--- src/rtl/uart_tx_if.sv ---
// Transmit-side handshake bundle for uart_tx: parallel request in, serial line and busy out.
interface uart_tx_if #(
  parameter int DATA_WIDTH = 8
);
  logic [DATA_WIDTH-1:0] p_data;
  logic                  data_valid;
  logic                  par_en;
  logic                  par_typ;
  logic [5:0]            scale;
  logic                  tx_out;
  logic                  busy;

  modport master (
    output p_data, data_valid, par_en, par_typ, scale,
    input  tx_out, busy
  );

  modport slave (
    input  p_data, data_valid, par_en, par_typ, scale,
    output tx_out, busy
  );
endinterface

--- src/rtl/uart_tx.sv ---
// UART transmitter: start bit, LSB-first data, optional parity, one stop bit.
// Every frame setting is captured on acceptance; tx_out and busy come straight from flops.
module uart_tx #(
  parameter int DATA_WIDTH = 8
) (
  input  logic     clk,
  input  logic     rst,
  uart_tx_if.slave bus
);
  localparam int IDX_W = (DATA_WIDTH > 1) ? $clog2(DATA_WIDTH) : 1;

  typedef enum logic [2:0] {IDLE, START, DATA, PARITY, STOP} state_e;

  state_e                state_q, state_d;
  logic [5:0]            cnt_q, cnt_d;
  logic [IDX_W-1:0]      idx_q, idx_d;
  logic [DATA_WIDTH-1:0] data_q, data_d;
  logic                  par_en_q, par_en_d;
  logic                  par_typ_q, par_typ_d;
  logic [5:0]            scale_q, scale_d;
  logic                  tx_q, tx_d;
  logic                  busy_q, busy_d;

  logic                  period_done;
  logic [IDX_W-1:0]      idx_next;

  assign period_done = (cnt_q == scale_q - 6'd1);
  assign idx_next    = idx_q + 1'b1;

  // tx_d is the value the line will carry in the next cycle, so the flop output leads nothing combinational.
  always_comb begin
    // NOTE: every next-state variable gets its hold value first, so no path through the case can infer a latch.
    state_d   = state_q;
    cnt_d     = cnt_q;
    idx_d     = idx_q;
    data_d    = data_q;
    par_en_d  = par_en_q;
    par_typ_d = par_typ_q;
    scale_d   = scale_q;
    tx_d      = tx_q;
    busy_d    = busy_q;

    if (state_q != IDLE) begin
      cnt_d = period_done ? 6'd0 : cnt_q + 6'd1;
    end

    unique case (state_q)
      IDLE: begin
        tx_d   = 1'b1;
        busy_d = 1'b0;
        cnt_d  = '0;
        if (bus.data_valid) begin
          data_d    = bus.p_data;
          par_en_d  = bus.par_en;
          par_typ_d = bus.par_typ;
          scale_d   = (bus.scale < 6'd4) ? 6'd4 : bus.scale;
          idx_d     = '0;
          state_d   = START;
          tx_d      = 1'b0;
          busy_d    = 1'b1;
        end
      end
      START: begin
        if (period_done) begin
          state_d = DATA;
          idx_d   = '0;
          tx_d    = data_q[0];
        end
      end
      DATA: begin
        if (period_done) begin
          if (idx_q == IDX_W'(DATA_WIDTH - 1)) begin
            if (par_en_q) begin
              state_d = PARITY;
              tx_d    = (^data_q) ^ par_typ_q;
            end else begin
              state_d = STOP;
              tx_d    = 1'b1;
            end
          end else begin
            idx_d = idx_next;
            tx_d  = data_q[idx_next];
          end
        end
      end
      PARITY: begin
        if (period_done) begin
          state_d = STOP;
          tx_d    = 1'b1;
        end
      end
      STOP: begin
        if (period_done) begin
          state_d = IDLE;
          tx_d    = 1'b1;
          busy_d  = 1'b0;
        end
      end
      default: state_d = IDLE;
    endcase
  end

  always_ff @(posedge clk) begin
    if (rst) begin
      // NOTE: the latched frame settings are cleared on reset too, so nothing from an aborted frame survives.
      state_q   <= IDLE;
      cnt_q     <= '0;
      idx_q     <= '0;
      data_q    <= '0;
      par_en_q  <= 1'b0;
      par_typ_q <= 1'b0;
      scale_q   <= 6'd4;
      tx_q      <= 1'b1;
      busy_q    <= 1'b0;
    end else begin
      // NOTE: non-blocking assignments keep every flop sampling the pre-edge values.
      state_q   <= state_d;
      cnt_q     <= cnt_d;
      idx_q     <= idx_d;
      data_q    <= data_d;
      par_en_q  <= par_en_d;
      par_typ_q <= par_typ_d;
      scale_q   <= scale_d;
      tx_q      <= tx_d;
      busy_q    <= busy_d;
    end
  end

  assign bus.tx_out = tx_q;
  assign bus.busy   = busy_q;
endmodule

--- src/flat_wrapper.sv ---
// flat-port wrapper written by rule: the top's interface ports become plain ports
module uart_tx_flat 
#(
  parameter int DATA_WIDTH = 8
)
  (clk, rst, bus_p_data, bus_data_valid, bus_par_en, bus_par_typ, bus_scale, bus_tx_out, bus_busy);
  uart_tx_if #(.DATA_WIDTH(DATA_WIDTH)) bus_i ();
  input  logic clk;
  input  logic rst;
  input wire logic [$bits(bus_i.p_data)-1:0] bus_p_data;
  input wire logic [$bits(bus_i.data_valid)-1:0] bus_data_valid;
  input wire logic [$bits(bus_i.par_en)-1:0] bus_par_en;
  input wire logic [$bits(bus_i.par_typ)-1:0] bus_par_typ;
  input wire logic [$bits(bus_i.scale)-1:0] bus_scale;
  output wire logic [$bits(bus_i.tx_out)-1:0] bus_tx_out;
  output wire logic [$bits(bus_i.busy)-1:0] bus_busy;
  assign bus_i.p_data = bus_p_data;
  assign bus_i.data_valid = bus_data_valid;
  assign bus_i.par_en = bus_par_en;
  assign bus_i.par_typ = bus_par_typ;
  assign bus_i.scale = bus_scale;
  assign bus_tx_out = bus_i.tx_out;
  assign bus_busy = bus_i.busy;
  uart_tx #(.DATA_WIDTH(DATA_WIDTH)) u_core (.clk(clk), .rst(rst), .bus(bus_i));
endmodule
--- config.mk ---
export PLATFORM = sky130hd
export DESIGN_NAME = uart_tx_flat
export DESIGN_NICKNAME = d
export VERILOG_FILES = /design/src/rtl/uart_tx_if.sv /design/src/rtl/uart_tx.sv /design/src/flat_wrapper.sv
export SDC_FILE = /design/constraint.sdc
export NUM_CORES = 1
export LEC_CHECK = 0
export ABC_AREA = 1
export ABC_CLOCK_PERIOD_IN_PS = 3000
export BUFFER_PORTS_ARGS = -buffer_cell sky130_fd_sc_hd__buf_2
export CORE_MARGIN = 2
export CORE_UTILIZATION = 55
export DETAILED_ROUTE_END_ITERATION = 8
export GPL_TIMING_DRIVEN = 1
export PLACE_DENSITY = 0.86
export SETUP_SLACK_MARGIN = 0.4
export SLEW_MARGIN = 20
export SYNTH_ARGS = -nofsm -noshare
export SYNTH_HDL_FRONTEND = slang
export SYNTH_SLANG_ARGS = --single-unit
--- constraint.sdc ---
create_clock -name clk -period 3 [get_ports clk]
set_clock_uncertainty 0.1 [all_clocks]
set_input_delay 0.15 -clock clk [delete_from_list [all_inputs] [get_ports clk]]
set_output_delay 0.15 -clock clk [all_outputs]
set_load 0.01 [all_outputs]
After elaboration in Yosys (flattened, before gate mapping)
Index checks and enable logic that the tools add are counted.

word-level totals
  register bits = 30

cells by class
  muxes and demuxes = 26
  $add $sub $neg = 3
  order comparisons = 2
  reduce and logical (&&, ||, !) cells = 13
  bitwise logic cells = 1
  eq/ne operators = 14

operators by type and width
  cell                   number
  $mux W3                10
  $pmux W3 S5            1
  $mux W6                2
  $ne A2 B1 Y1 const B   6
  $mux W1                9
  $pmux W3 S3            1
  $reduce_xor A8 Y1      1
  $add A6 B1 Y6 const B  1
  $eq A3 B2 Y1 const B   2
  $eq A3 B3 Y1 const B   2
  $eq A6 B6 Y1           1
  $lt A6 B3 Y1 const B   1
  $reduce_and A6 Y1      1
  $reduce_bool A3 Y1     2
  $sub A6 B1 Y6 const B  1
  $reduce_and A5 Y1      1
  $lt A3 B4 Y1 const B   1
  $ne A2 B2 Y1 const B   2
  $pmux W1 S4            1
  $reduce_and A2 Y1      2
  $reduce_and A4 Y1      1
  $reduce_bool A4 Y1     1
  $reduce_or A2 Y1       2
  $add A3 B1 Y3 const B  1
  other kinds (6)        6

Longest topological paths before layout
  depth in word-level cells = 6
  depth in mapped cells = 15

Worst setup path after synthesis
Ideal clock, no wire load.

  kind = register to register
  start = register u_core.scale_q[0]
  end = register u_core.state_q[2]
  setup slack = 1.186 ns
  library setup time = 0.113 ns
  buffers on the path = 0
  stages on the path, launching flop included = 16
  arrival = 1.601 ns
  data required time = 2.787 ns
  cell sequence = dfxtp_1 -> inv_2 -> ha_1 -> inv_1 -> nand2_1 -> nand2_1 -> nor2_4 -> nand2_2 -> nor2_4 -> nand3_4 -> nand2_2 -> nand2_4 -> nor2_4 -> nand2_1 -> nand2_1 -> nor2_1

on the way
  longest elaborated chain between the ends = 4
  elaborated cells on any way between the ends = 7
  classes of those cells = add/sub (1); eq/ne (5); reduce/logical (1)

ends and longest elaborated chain
  what                                  RTL line        RTL
  start: declaration                    uart_tx.sv:20   logic [5:0] scale_q, scale_d;
  start signal: assignment              uart_tx.sv:123  scale_q <= scale_d;
  $sub A6 B1 Y6 *                       uart_tx.sv:27   assign period_done = (cnt_q == scale_q - 6'd1);
  $eq A6 B6 Y1 *                        uart_tx.sv:27
  $ne A2 B1 Y1 (no source line)         --
  $reduce_and A6 Y1 (no source line) *  --
  end signal: assignment                uart_tx.sv:117  state_q <= state_d;
  end: declaration                      uart_tx.sv:14   state_e state_q, state_d;

Every way passes the cells marked *; elsewhere a longest branch is shown, timed or not.
A chain may end at the register's enable or synchronous reset.

Final worst setup path
  start = register u_core.scale_q[0]
  end = register u_core.idx_q[0]

on the way
  longest elaborated chain between the ends = 4
  elaborated cells on any way between the ends = 5
  classes of those cells = add/sub (1); eq/ne (3); reduce/logical (1)

ends and longest elaborated chain
  what                                  RTL line        RTL
  $sub A6 B1 Y6 *                       uart_tx.sv:27
  $eq A6 B6 Y1 *                        uart_tx.sv:27
  $ne A2 B1 Y1 (no source line)         --
  $reduce_and A5 Y1 (no source line) *  --
  end signal: assignment                uart_tx.sv:119  idx_q <= idx_d;
  end: declaration                      uart_tx.sv:16   logic [IDX_W-1:0] idx_q, idx_d;

Marks and branches as above.

==> results.md <==
* Post-synth net total at around 300
* Number of fill cells at 282
* Status: complete, no violations
* Initial Utilization at 58.7%
* Worst-Margin Slew at 0.486 ns
* Critical path required time at 3.12 ns
* Final setup fails at 0
* Reg clk slew, reported paths at 0.09 ns
* Bufs on Longest Clock Path at 2
* Hold depth at 3
* Metal2 WL at 1960 um
* Critical path fanouts, max at 8
* Highest metal used: met4
* Primary FF master, synth: dfxtp_1
* Clk Latency, worst-skew pair at 0.32 ns
* Post-Synthesis Cells at 278
* Vias in the first global route at 1670
* Met3 wire length at approximately 120 um
* Worst setup EP type: register
* Hold_buf cts at 10
* Unique masters post-synth at 29
* WP depth at 15
* Fin crit share at 66.3%
* Sw frac at a little under half
* RSZ-0062 raised after global routing: false
* GRT Util Overall at 24.7%
* Utilization after layout at 68.0%
* Ant diodes at 0
* Seq/Total Area, Yosys at 33.3%
* Chip Width at 61.3 um
* Setup WS pre-CTS at 1.04 ns
* Die height at 61.3 um
* Clock power frac at between 10% and 20%
* Final instance area at 2090 um2
* Post-CTS Setup Bufs at 0
* Routed wire length at 3870 um
* Ys Warns at 0
* Worst hold path class: input pin to register
* Worst path cell trace: inv_2 -> ha_1 -> inv_1 -> nand2_1 -> nand2_1 -> nor2_4 -> nand2_2 -> nor2_4 -> nand3_4 -> nand2_2 -> nand2_4 -> nor2_4 -> nand2_1 -> nand2_1 -> nor2_1
* # DRC at 0
* Slew HR at 67.6%
* Rows at 20
* Remaining antenna violation count at 0
* Cell Int Power at ~900 uW
* Initial antenna violation count at 0
* Final hold viol count at 0
* Max Freq at roughly 500 MHz
* Number of detailed-route iterations in the first pass at 4
* Starting DRT DRC Count at 74
* Die area at 3760 um2
* Crit-path max cell delay at 0.38 ns
* Vias at 1758
* Final Max Tran Viols at 0
* Static leakage at approximately 0.96 nW
* Fin crit period at 1.99 ns
* Synth-to-Final Area Change at 15.9%
* Total core area at 3080 um2
* CP bufs+invs at 2
* Post-route setup slack at 1.01 ns
* GPL Wtd Cong at 0.831
* H-tree depth at 2
* Setup CP Type: register to register
* Share of post-route cells with drive strength above 1 at 17.0%
* Post-DP HPWL at about 3000 um
* Comb pwr share at 52.9%
* Net count, final at 334
* Seq pwr share at around a third
* Max-Cap Viols at 0
* Worst setup SP type: register
* CTS buffer count at 5
* CTS root buffer: clkbuf_4
* Delay-heaviest family, CP: simple AND/OR/NAND/NOR gates
* Gr ovfl total at 0
* Reg2reg path depth at 15
* Post-synth top area share at 33.3%
* Synth async-reset ratio at 0%
* Synth top cells by count: 81 x nand2_1, 34 x nor2_1, 32 x inv_1
* Boundary pin count at 21
* Peak supply drop at 0.561 mV
* Avg Inst Size Synth at ~6.5 um2
* TritonCTS clock tree: yes
* Avg WL per Cell at 10.9 um
* Placement Cell Area at a little under 2000 um2
* Setup TNS at 0 ns
* Clk sink count at 30
* Count leader, synth: nand2_1
* Synthesized flop and latch total at 30
* First-pass GRT wire length at 6810 um
* Post-Syn Area at 1810 um2
* Port bufs at 20
* Synth area leaders: dfxtp_1 33%, nand2_1 17%, nor2_1 7.1%, inv_1 6.7%, a21oi_1 5.5%
* Worst path slowest cell: dfxtp_1
* # resized after CTS at 0
* PD cells at between 800 and 900 nW/um2
* Largest area contributor in the netlist: dfxtp_1
* Critical path arrival at 2.10 ns
* CP dominant cell by count: nand2_1
* EDFF count, synth at 0
* Routed metal-1 wirelength at 1710 um
* Sw Pwr at 794 uW
* Largest net degree at the start of global routing at 22
* Via density at between 4 and 5
==> power groups by stage <==
stage	clock (mW)	sequential [mW]	combinational [mW]
floorplan	0	0.580	0.731
global placement	0	0.596	0.867
detailed placement	0	0.597	0.894
CTS	0.228	0.588	0.908
global route	0.247	0.602	1.05
finish	0.216	0.589	0.906
==> final cells by class <==
class | instances | area [um2] | area share (%)
clock buffer | 7 | 45.0 | 2.15
timing repair buffer | 31 | 208 | 9.93
multi-input combinational | 204 | 1040 | 49.6
sequential | 30 | 601 | 28.7
tap | 44 | 55.1 | 2.63
inverter | 39 | 146 | 7.00
==> registers in the layout (all words and copies together), names as in the netlist <==
signal	count
u_core.par_en_q	1
u_core.scale_q	6
u_core.cnt_q	6
u_core.bus.busy	1
u_core.par_typ_q	1
u_core.bus.tx_out	1
u_core.idx_q	3
u_core.data_q	8
u_core.state_q	3
==> metal layers <==
layer,vias to the layer above,global-route usage [%]
met4,0,9.63
met1,771,26.7
li1,939,-
met2,37,45.9
met5,-,0
met3,11,6.30
==> layout by cell type, fill, tap and decap left out <==
cell,netlist,layout
a21oi_1,20,20
a21oi_2,1,1
buf_2,2,20
buf_4,0,1
clkbuf_1,3,2
clkbuf_4,0,5
dfxtp_1,30,30
dlygate4sd3_1,0,10
ha_1,4,4
inv_1,32,32
inv_2,7,7
nand2_1,81,81
nand2_2,6,6
nand2_4,1,1
nand3_1,15,15
nand3_2,1,1
nand3_4,1,1
nor2_1,34,34
nor2_2,2,2
nor2_4,5,5
nor3_1,1,1
nor3_2,1,1
nor3b_2,1,1
nor4_1,1,1
o211ai_1,1,1
o21ai_0,14,14
o21ai_1,1,1
o221ai_1,2,2
or2_2,1,1
or4_1,1,1
xnor2_1,7,7
xor2_1,2,2
==> logic make-up (layout without fill, tap and decap cells) <==
group                      Yosys count  after routing  share of synthesized area, %
AOI/OAI and AO/OA                   39             39                          11.6
xor gates and xnor gates             9              9                          4.37
adders and majority gates            4              4                          2.77
buffers and inverters               44             77                          9.29
DFF                                 30             30                          33.3
and+or+nand+nor                    152            152                          38.7
==> per-stage QoR <==
step	hold slack (ns)	total power, mW	cells
3_5_place_dp	0.304	1.49	338
5_1_grt	0.0363	1.90	355
3_3_place_gp	0.302	1.46	338
6_report	0.0106	1.71	355
2_1_floorplan	0.194	1.31	278
4_1_cts	0.00195	1.72	355
==> path summary, 6_finish.rpt <==
check	from	endpoint	slack (ns)
min reg2reg	u_core.bus.busy	u_core.bus.busy	0.38
min	bus_p_data[0]	u_core.data_q[0]	0.01
max	u_core.scale_q[0]	u_core.idx_q[0]	1.01
max reg2reg	u_core.scale_q[0]	u_core.idx_q[0]	1.01
==> worst min-delay path, cell delays in order <==
cell,delay (ns)
buf_2,0.08
o21ai_0,0.07
a21oi_1,0.10
Note: power is estimated with default switching activity, not from simulation.
